==> config.mk <==
export PLATFORM = sky130hd
export DESIGN_NAME = shift_arbiter
export DESIGN_NICKNAME = d
export VERILOG_FILES = /design/src/rtl/shift_pkg.sv /design/src/rtl/shift_arbiter_barrel_rotl.sv /design/src/rtl/shift_arbiter.sv
export SDC_FILE = /design/constraint.sdc
export NUM_CORES = 1
export LEC_CHECK = 0
export CAP_MARGIN = 30
export CELL_PAD_IN_SITES_DETAIL_PLACEMENT = 0
export CELL_PAD_IN_SITES_GLOBAL_PLACEMENT = 1
export CORE_MARGIN = 8
export CORE_UTILIZATION = 40
export DETAILED_ROUTE_END_ITERATION = 6
export GPL_TIMING_DRIVEN = 0
export PLACE_DENSITY_LB_ADDON = 0.1
export SLEW_MARGIN = 25
export SYNTH_ARGS = -nofsm -noshare
export SYNTH_HDL_FRONTEND = slang
export SYNTH_SLANG_ARGS = --single-unit
==> constraint.sdc <==
create_clock -name clk -period 4.22 [get_ports clk]
set_input_delay 0.633 -clock clk [delete_from_list [all_inputs] [get_ports clk]]
set_output_delay 0.633 -clock clk [all_outputs]
set_load 0.01 [all_outputs]
==> src/rtl/shift_pkg.sv <==
// Shared types and default sizes for the shared barrel-rotator arbiter.
package shift_pkg;

  localparam int SHIFT_N = 64;
  localparam int SHIFT_M = 6;

  // Identifies which requester issued an operation.
  typedef enum logic {
    REQ0 = 1'b0,
    REQ1 = 1'b1
  } req_id_t;

  // Occupancy of the one-entry result slot.
  typedef enum logic {
    EMPTY = 1'b0,
    FULL  = 1'b1
  } slot_state_t;

endpackage

==> src/rtl/shift_arbiter_barrel_rotl.sv <==
// Combinational left-rotator built from M power-of-two stages.
module barrel_rotl
  import shift_pkg::*;
#(
  parameter int N = SHIFT_N,
  parameter int M = SHIFT_M
) (
  input  logic [N-1:0] in_bits,
  input  logic [M-1:0] amt,
  output logic [N-1:0] out_bits
);

  logic [N-1:0] stage [M+1];

  assign stage[0] = in_bits;

  // Stage s rotates left by 2**s when bit s of the amount is set.
  for (genvar s = 0; s < M; s++) begin : g_stage
    localparam int SH = 1 << s;
    assign stage[s+1] = amt[s] ? {stage[s][N-SH-1:0], stage[s][N-1:N-SH]} : stage[s];
  end

  assign out_bits = stage[M];

endmodule

==> src/rtl/shift_arbiter.sv <==
// Round-robin arbiter sharing one barrel rotator between two requesters,
// with a one-entry tagged result slot and per-requester grant counters.
module shift_arbiter
  import shift_pkg::*;
#(
  parameter int N  = SHIFT_N,
  parameter int M  = SHIFT_M,
  parameter int CW = 16
) (
  input  logic          clk,
  input  logic          reset,
  input  logic          req0_valid,
  output logic          req0_ready,
  input  logic [N-1:0]  req0_data,
  input  logic [M-1:0]  req0_amt,
  input  logic          req1_valid,
  output logic          req1_ready,
  input  logic [N-1:0]  req1_data,
  input  logic [M-1:0]  req1_amt,
  output logic          out_valid,
  input  logic          out_ready,
  output logic [N-1:0]  out_data,
  output logic          out_id,
  output logic [CW-1:0] grant_cnt0,
  output logic [CW-1:0] grant_cnt1
);

  if (N != (1 << M)) begin : g_bad_size
    $error("shift_arbiter: N must equal 2**M");
  end

  slot_state_t state_q;
  slot_state_t state_d;
  req_id_t     last_grant;
  req_id_t     grant_id;
  req_id_t     out_id_q;
  logic        grant_valid;
  logic        slot_free;
  logic        accept;
  logic [N-1:0] rot_in;
  logic [N-1:0] rot_out;
  logic [M-1:0] rot_amt;

  assign out_valid = (state_q == FULL);
  assign out_id    = out_id_q;

  // The slot can take a new result when empty or being drained this cycle.
  assign slot_free = !out_valid || out_ready;

  // Round-robin choice: on contention the requester that did not win last time goes.
  always_comb begin
    grant_valid = 1'b0;
    grant_id    = REQ0;
    if (req0_valid && req1_valid) begin
      grant_valid = 1'b1;
      grant_id    = (last_grant == REQ0) ? REQ1 : REQ0;
    end else if (req0_valid) begin
      grant_valid = 1'b1;
      grant_id    = REQ0;
    end else if (req1_valid) begin
      grant_valid = 1'b1;
      grant_id    = REQ1;
    end
  end

  // Ready is withheld while reset is held so nothing is accepted into a clearing slot.
  assign accept     = grant_valid && slot_free && !reset;
  assign req0_ready = accept && (grant_id == REQ0);
  assign req1_ready = accept && (grant_id == REQ1);

  assign rot_in  = (grant_id == REQ1) ? req1_data : req0_data;
  assign rot_amt = (grant_id == REQ1) ? req1_amt  : req0_amt;

  barrel_rotl #(
    .N (N),
    .M (M)
  ) u_rotl (
    .in_bits  (rot_in),
    .amt      (rot_amt),
    .out_bits (rot_out)
  );

  // Slot occupancy register.
  always_ff @(posedge clk or posedge reset) begin
    if (reset) begin
      state_q <= EMPTY;
    end else begin
      state_q <= state_d;
    end
  end

  // Slot fills on accept and empties only when drained with nothing new arriving.
  always_comb begin
    state_d = state_q;
    case (state_q)
      EMPTY: if (accept) state_d = FULL;
      FULL:  if (out_ready && !accept) state_d = EMPTY;
      default: state_d = EMPTY;
    endcase
  end

  // Result payload and round-robin history update only on an accept.
  always_ff @(posedge clk or posedge reset) begin
    if (reset) begin
      out_data   <= '0;
      out_id_q   <= REQ0;
      last_grant <= REQ1;
    end else if (accept) begin
      out_data   <= rot_out;
      out_id_q   <= grant_id;
      last_grant <= grant_id;
    end
  end

  // Debug counters of accepted operations, wrapping naturally.
  always_ff @(posedge clk or posedge reset) begin
    if (reset) begin
      grant_cnt0 <= '0;
      grant_cnt1 <= '0;
    end else if (accept) begin
      if (grant_id == REQ0) begin
        grant_cnt0 <= grant_cnt0 + 1'b1;
      end else begin
        grant_cnt1 <= grant_cnt1 + 1'b1;
      end
    end
  end

endmodule
==> impl_results.md, run 1 <==
* First-pass GRT wire length at 68,600 um
* RSZ-0062 raised after global routing: false
* Seq cells post-synth at 99
* Total track usage at 0.295
* Place WS at -3.70 ps
* Slowest-stage cell, CP: o31ai_1
* CP Capture Type: flop
* Worst EP required at 4430 ps
* Io pins at 245
* DRC Markers at 0
* Sink Count at 99
* Internal at approximately 2.8 mW
* Register area share after synthesis at 0.243
* Area grow syn2layout at 31.0%
* FFs w/ async S/R, synth at 1.00
* Synth Net Count at 1,089
* HPWL after DPL at 37,700 um
* Max clock buf depth at 2
* Vias per cell at between 6 and 7
* Setup violators final at 0
* CORE AREA at ~25,000 um2
* Vias in the first global route at 10.4k
* Clock tree from TritonCTS: built
* # rows at 58
* Final cell count without fillers at 1,531
* Most frequent cells in the layout: 242 x clkdlybuf4s50_1, 116 x mux4_2, 98 x dfrtp_1, 84 x mux2i_1, 79 x mux2_2
* Post-Route WL at roughly 46,000 um
* ANT nets after route at 0
* NetSw at 1.93 mW
* Slew HR at 0.392
* TritonRoute pass-1 iters at 5
* Routed len/inst at about 30 um
* RD Place Congestion at 0.982
* CTS Root Cell: clkbuf_16
* Switch share at 0.405
* Maxcap violations at 0
* Final Hold Viols at 0
* Clk slew on worst S/H paths at 80 ps
* Top FF cell, synth: dfrtp_1
* Yosys warns at 0
* Hold Crit Class: flop to flop
* Initial antenna violation count at 0
* Power share of the clock group at 0.180
* Slowest stage delay, CP at 720 ps
* Number of port buffers at about 240
* Critical path cell sequence: clkdlybuf4s50_1, a21boi_2, mux2_2, buf_4, clkbuf_1, o31ai_1, mux2i_1, o21ai_0, o221ai_1
* Post-CTS setup repair buffer count at 0
* Setup TNS at 0 ps
* CTS hold repair buffers at 0
* Die Span Y at 176 um
* Post-Syn Instances at 942
* Clock Skews at approximately 10 ps
* Layout cell share with drive strength beyond 1 at 0.219
* Post-synth EDFFs at 0
* Nets at approximately 1.3k
* Critical path peak fanout at 10
* Highest routed layer: met4
* Vias at slightly above 10k
* N_diodes at 0
* Largest net degree at the start of global routing at 73
* Post_cts resized at 0
* Worst-Margin Slew at 887 ps
* Initial core utilization at 0.406
* Worst setup SP type: primary input
* Global route overflow at 0
* Logic pwr share at 0.534
* Crit path time final at ~4000 ps
* Syn_area_per_cell at 10.8 um2
* PwrDens at 356 nW/um2
* Setup ws final at approximately 260 ps
* WL met2 at between 20,000 and 25,000 um
* Worst VDD drop at 216 uV
* Part of the power in registers at 0.287
* Post-Syn Area at 10,200 um2
* Final Util at 0.532
* Synth cell types at 57
* Metal-1 WL at 18,700 um
* WL met3 at 4110 um
* Status: complete, no violations
* Most common cell after layout, fill and taps aside: clkdlybuf4s50_1
* Placed cell count at 1,515
* Initial DRC count at 1,063
* Leak at 5.11 nW
* Maximum clock frequency at 252 MHz
* CTS H-tree lvls at 3
* CP arrival at around 4200 ps
* TritonCTS buffer count at 9
* Insertion delay to the later sink of the worst-skew pair at about 360 ps
* Die area at 30,900 um2
* Ratio of final minimum period to clock period at 0.939
* Final hold slack at approximately 480 ps
* Critical path class: primary input to flop
* Max Slew Vio Count at 0
* Chip Width at between 150 and 200 um
-- metal layers --
layer | track usage | up-vias
met5 | 0 | -
met4 | 0.103 | 0
met3 | 0.0537 | 86
met2 | 0.471 | 619
met1 | 0.396 | 5283
li1 | - | 4308
-- area by class of cell --
| class | count | area (um2) |
|---|---|---|
| Fill cell | 2360 | 11700 |
| Timing Repair Buffer | 243 | 2450 |
| Clock inverter | 7 | 68.8 |
| Multi-Input combinational cell | 744 | 7230 |
| Sequential cell | 99 | 2480 |
| Tap cell | 330 | 413 |
| Clock buffer | 9 | 225 |
| Buffer | 91 | 457 |
| Inverter | 8 | 35.0 |
-- critical path: cells and delay by family --
family / cells / cell delay (ps)
AO/OA/AOI/OAI: 4 / 1850
buffers and inverters: 3 / 980
multiplexers: 2 / 710
-- kinds of logic (layout without fill, tap and decap cells) --
logic type,after synthesis,after routing,share of synthesized area
xor+xnor,30,30,0.0258
flops,99,99,0.243
compound gates,234,234,0.163
mux,283,283,0.431
buf+inv,99,358,0.0477
simple gates,195,195,0.0866
fa+ha+maj,2,2,0.00245
-- Yosys cell counts, types with 9 or more instances --
| cell type | instances | area [um2] |
|---|---|---|
| mux4_2 | 116 | 2610 |
| dfrtp_1 | 98 | 2450 |
| mux2i_1 | 84 | 841 |
| mux2_2 | 79 | 890 |
| nand2_1 | 68 | 255 |
| nor2_1 | 49 | 184 |
| o21ai_0 | 49 | 245 |
| clkbuf_1 | 42 | 158 |
| nand3_1 | 29 | 145 |
| a22oi_1 | 27 | 203 |
| buf_2 | 26 | 130 |
| o221ai_1 | 23 | 201 |
| o22ai_1 | 22 | 138 |
| xnor2_1 | 22 | 193 |
| o21ai_1 | 17 | 85.1 |
| nor3_1 | 14 | 70.1 |
| a21oi_1 | 12 | 60.1 |
| buf_1 | 11 | 41.3 |
| a221o_1 | 10 | 100 |
| buf_6 | 10 | 113 |
| o22a_1 | 10 | 87.6 |
| a2bb2oi_1 | 9 | 78.8 |
-- worst paths after layout --
kind,endpoint,start,slack [ps],cells after the start
worst max-delay path,out_data[6],req1_valid,260,9
worst min-delay path,grant_cnt1[15],grant_cnt1[15],480,1
worst max register to register,out_data[6],last_grant,680,8
worst min register to register,grant_cnt1[15],grant_cnt1[15],480,1
max in group asynchronous,out_data[26],reset,2840,3
min in group asynchronous,out_valid,reset,700,2
-- sequential cells by signal, summed over array words and instances, names as in the netlist --
name and cells:
out_data 64, out_valid 1, last_grant 1, out_id 1, grant_cnt0 16, grant_cnt1 16
-- power by group through the flow --
stage	Sequential, mW	Clock [mW]	Combinational, mW
3_5_place_dp	1.38	0	2.50
6_report	1.36	0.854	2.54
3_3_place_gp	1.38	0	2.49
4_1_cts	1.37	0.876	2.51
2_1_floorplan	1.46	0	1.22
5_1_grt	1.40	0.916	2.68
-- stage by stage --
step / cell area [um2] / total power [mW]
2_1_floorplan: 10200 / 2.68
3_3_place_gp: 13000 / 3.87
3_5_place_dp: 13100 / 3.88
4_1_cts: 13400 / 4.75
5_1_grt: 13400 / 4.99
6_report: 13400 / 4.75
Note: power is estimated with default switching activity, not from simulation.
==> run 2, diff against run 1 <==
Settings changed: MAX_ROUTING_LAYER set to met4.
==> impl_results.md, run 2 (same netlist as run 1, synthesis figures left out) <==
* Worst setup SP type: primary input
* DRC Markers at 0 (unchanged)
* Crit path time final at 3930 ps (-32.1 ps)
* Area grow syn2layout at 31.3%
* Chip Width at 176 um (unchanged)
* Post-Route WL at 46,300 um (+0.24%)
* Nets at 1,343 (unchanged)
* Initial core utilization at 0.406 (unchanged)
* Leak at 5.11 nW (+0.12%)
* Worst EP required at 4440 ps (about the same)
* ANT nets after route at 0 (unchanged)
* Clock Skews at 22.0 ps (+11.7 ps)
* Routed len/inst at 30.2 um (+0.11%)
* First-pass GRT wire length at 68,900 um (+0.36%)
* Layout cell share with drive strength beyond 1 at 0.219 (unchanged)
* Die Span Y at 176 um (unchanged)
* CORE AREA at 25,100 um2 (unchanged)
* Largest net degree at the start of global routing at 73 (unchanged)
* HPWL after DPL at 38,000 um (+0.57%)
* CTS hold repair buffers at 0 (unchanged)
* Overall Power at 4.82 mW (+1.4%)
* Hold Crit Class: flop to flop
* Final Hold Viols at 0 (unchanged)
* Sink Count at 99 (unchanged)
* Insertion delay to the later sink of the worst-skew pair at 370 ps (about the same)
* Ratio of final minimum period to clock period at 0.931 (-0.00761)
* RD Place Congestion at 0.998 (+1.6%)
* Number of port buffers at 242 (unchanged)
* Initial DRC count at 927 (-13%)
* Critical path class: primary input to flop
* PwrDens at 360 nW/um2 (+1.2%)
* Global route overflow at 0 (unchanged)
* CTS Root Cell: clkbuf_16
* Total track usage at 0.306 (+0.0110)
* Post-route cell area at 13,400 um2 (+0.22%)
* Post_cts resized at 0 (unchanged)
* Most common cell after layout, fill and taps aside: clkdlybuf4s50_1
* Largest regs: out_data: 64 flops, grant_cnt0: 16 flops, grant_cnt1: 16 flops
* Io pins at 245 (unchanged)
* CTS H-tree lvls at 3 (unchanged)
* Vias in the first global route at 10.5k (+0.57%)
* Maximum clock frequency at 255 MHz (+0.82%)
* Status: complete, no violations
* Most frequent cells in the layout: 242 x clkdlybuf4s50_1, 116 x mux4_2, 98 x dfrtp_1, 84 x mux2i_1, 79 x mux2_2
* Maxcap violations at 0 (unchanged)
* TritonRoute pass-1 iters at 6 (+1)
* Critical path peak fanout at 10 (unchanged)
* Post-CTS setup repair buffer count at 0 (unchanged)
* Max Slew Vio Count at 0 (unchanged)
* Top reg by flops: out_data
* Vias per cell at 6.62 (-1.5%)
* RSZ-0062 raised after global routing: false
* Vias at 10.2k (-1.4%)
* Setup violators final at 0 (unchanged)
* Initial antenna violation count at 1 (+1)
* Max clock buf depth at 2 (unchanged)
* Worst-Margin Slew at 931 ps (+44.0 ps)
* Clock tree from TritonCTS: built
* Worst VDD drop at 214 uV (-1.1%)
* TritonCTS buffer count at 9 (unchanged)
* Slew HR at 0.379 (-0.0124)
* # rows at 58 (unchanged)
* Placed cell area at 13,100 um2 (unchanged)
* Clk slew on worst S/H paths at 80 ps (about the same)
* Max reg flops at 64 (unchanged)
* CP Capture Type: flop
* CP arrival at 4150 ps (-20 ps)
* Die area at 30,900 um2 (unchanged)
run 2: cell types whose count changed in the layout (fill, tap and decap cells not counted), sizes merged:
cell / change
diode: +2
clkinvlp: +1
clkinv: -2
bufinv: +1
run 2: stage by stage:
stage	setup TNS, ps	util	hold slack, ps	instances	setup WS [ps]
floorplan	0	-	504	942	998
global placement	-63940	0.519	461	1514	-678
detailed placement	-49.5	0.520	466	1515	-26.7
CTS	0	0.533	477	1531	382
global route	0	0.533	497	1532	237
finish	0	0.533	475	1533	291
run 2: area by class of cell:
cell class / instances / area (um2)
sequential: 99 / 2480
antenna: 2 / 5.00
fill: 2372 / 11700
buffer: 91 / 457
timing repair buffer: 243 / 2450
tap: 330 / 413
inverter: 8 / 35.0
clock buffer: 9 / 225
multi-input combinational: 744 / 7230
clock inverter: 7 / 92.6
run 2: worst max-delay path, stage by stage:
cell and delay, ps:
clkdlybuf4s50_1 490, a21boi_2 550, mux2_2 440, buf_4 210, clkbuf_1 260, o31ai_1 700, mux2i_1 240, o21ai_0 420
o221ai_1 190
run 2: layer usage:
metal  GRT usage  up-vias  wire length [um]
li1            -     4317                 -
met1       0.396     5159             19000
met2       0.482      589             21800
met3      0.0554       88              3980
met4      0.0957        0              1470
met5           -        -                 0
run 2: final timing paths:
check / from / to / depth (start not counted) / slack (ps)
worst max-delay path: req1_valid / out_data[6] / 9 / 290
worst min-delay path: grant_cnt0[15] / grant_cnt0[15] / 1 / 470
worst max register to register: last_grant / out_data[44] / 9 / 670
worst min register to register: grant_cnt0[15] / grant_cnt0[15] / 1 / 470
max in group asynchronous: reset / out_data[9] / 3 / 2860
min in group asynchronous: reset / grant_cnt0[4] / 2 / 700
run 2: where the power goes:
| group | switching, mW | internal (mW) |
|---|---|---|
| Clock | 0.447 | 0.477 |
| Sequential | 0.176 | 1.18 |
| Combinational | 1.31 | 1.23 |
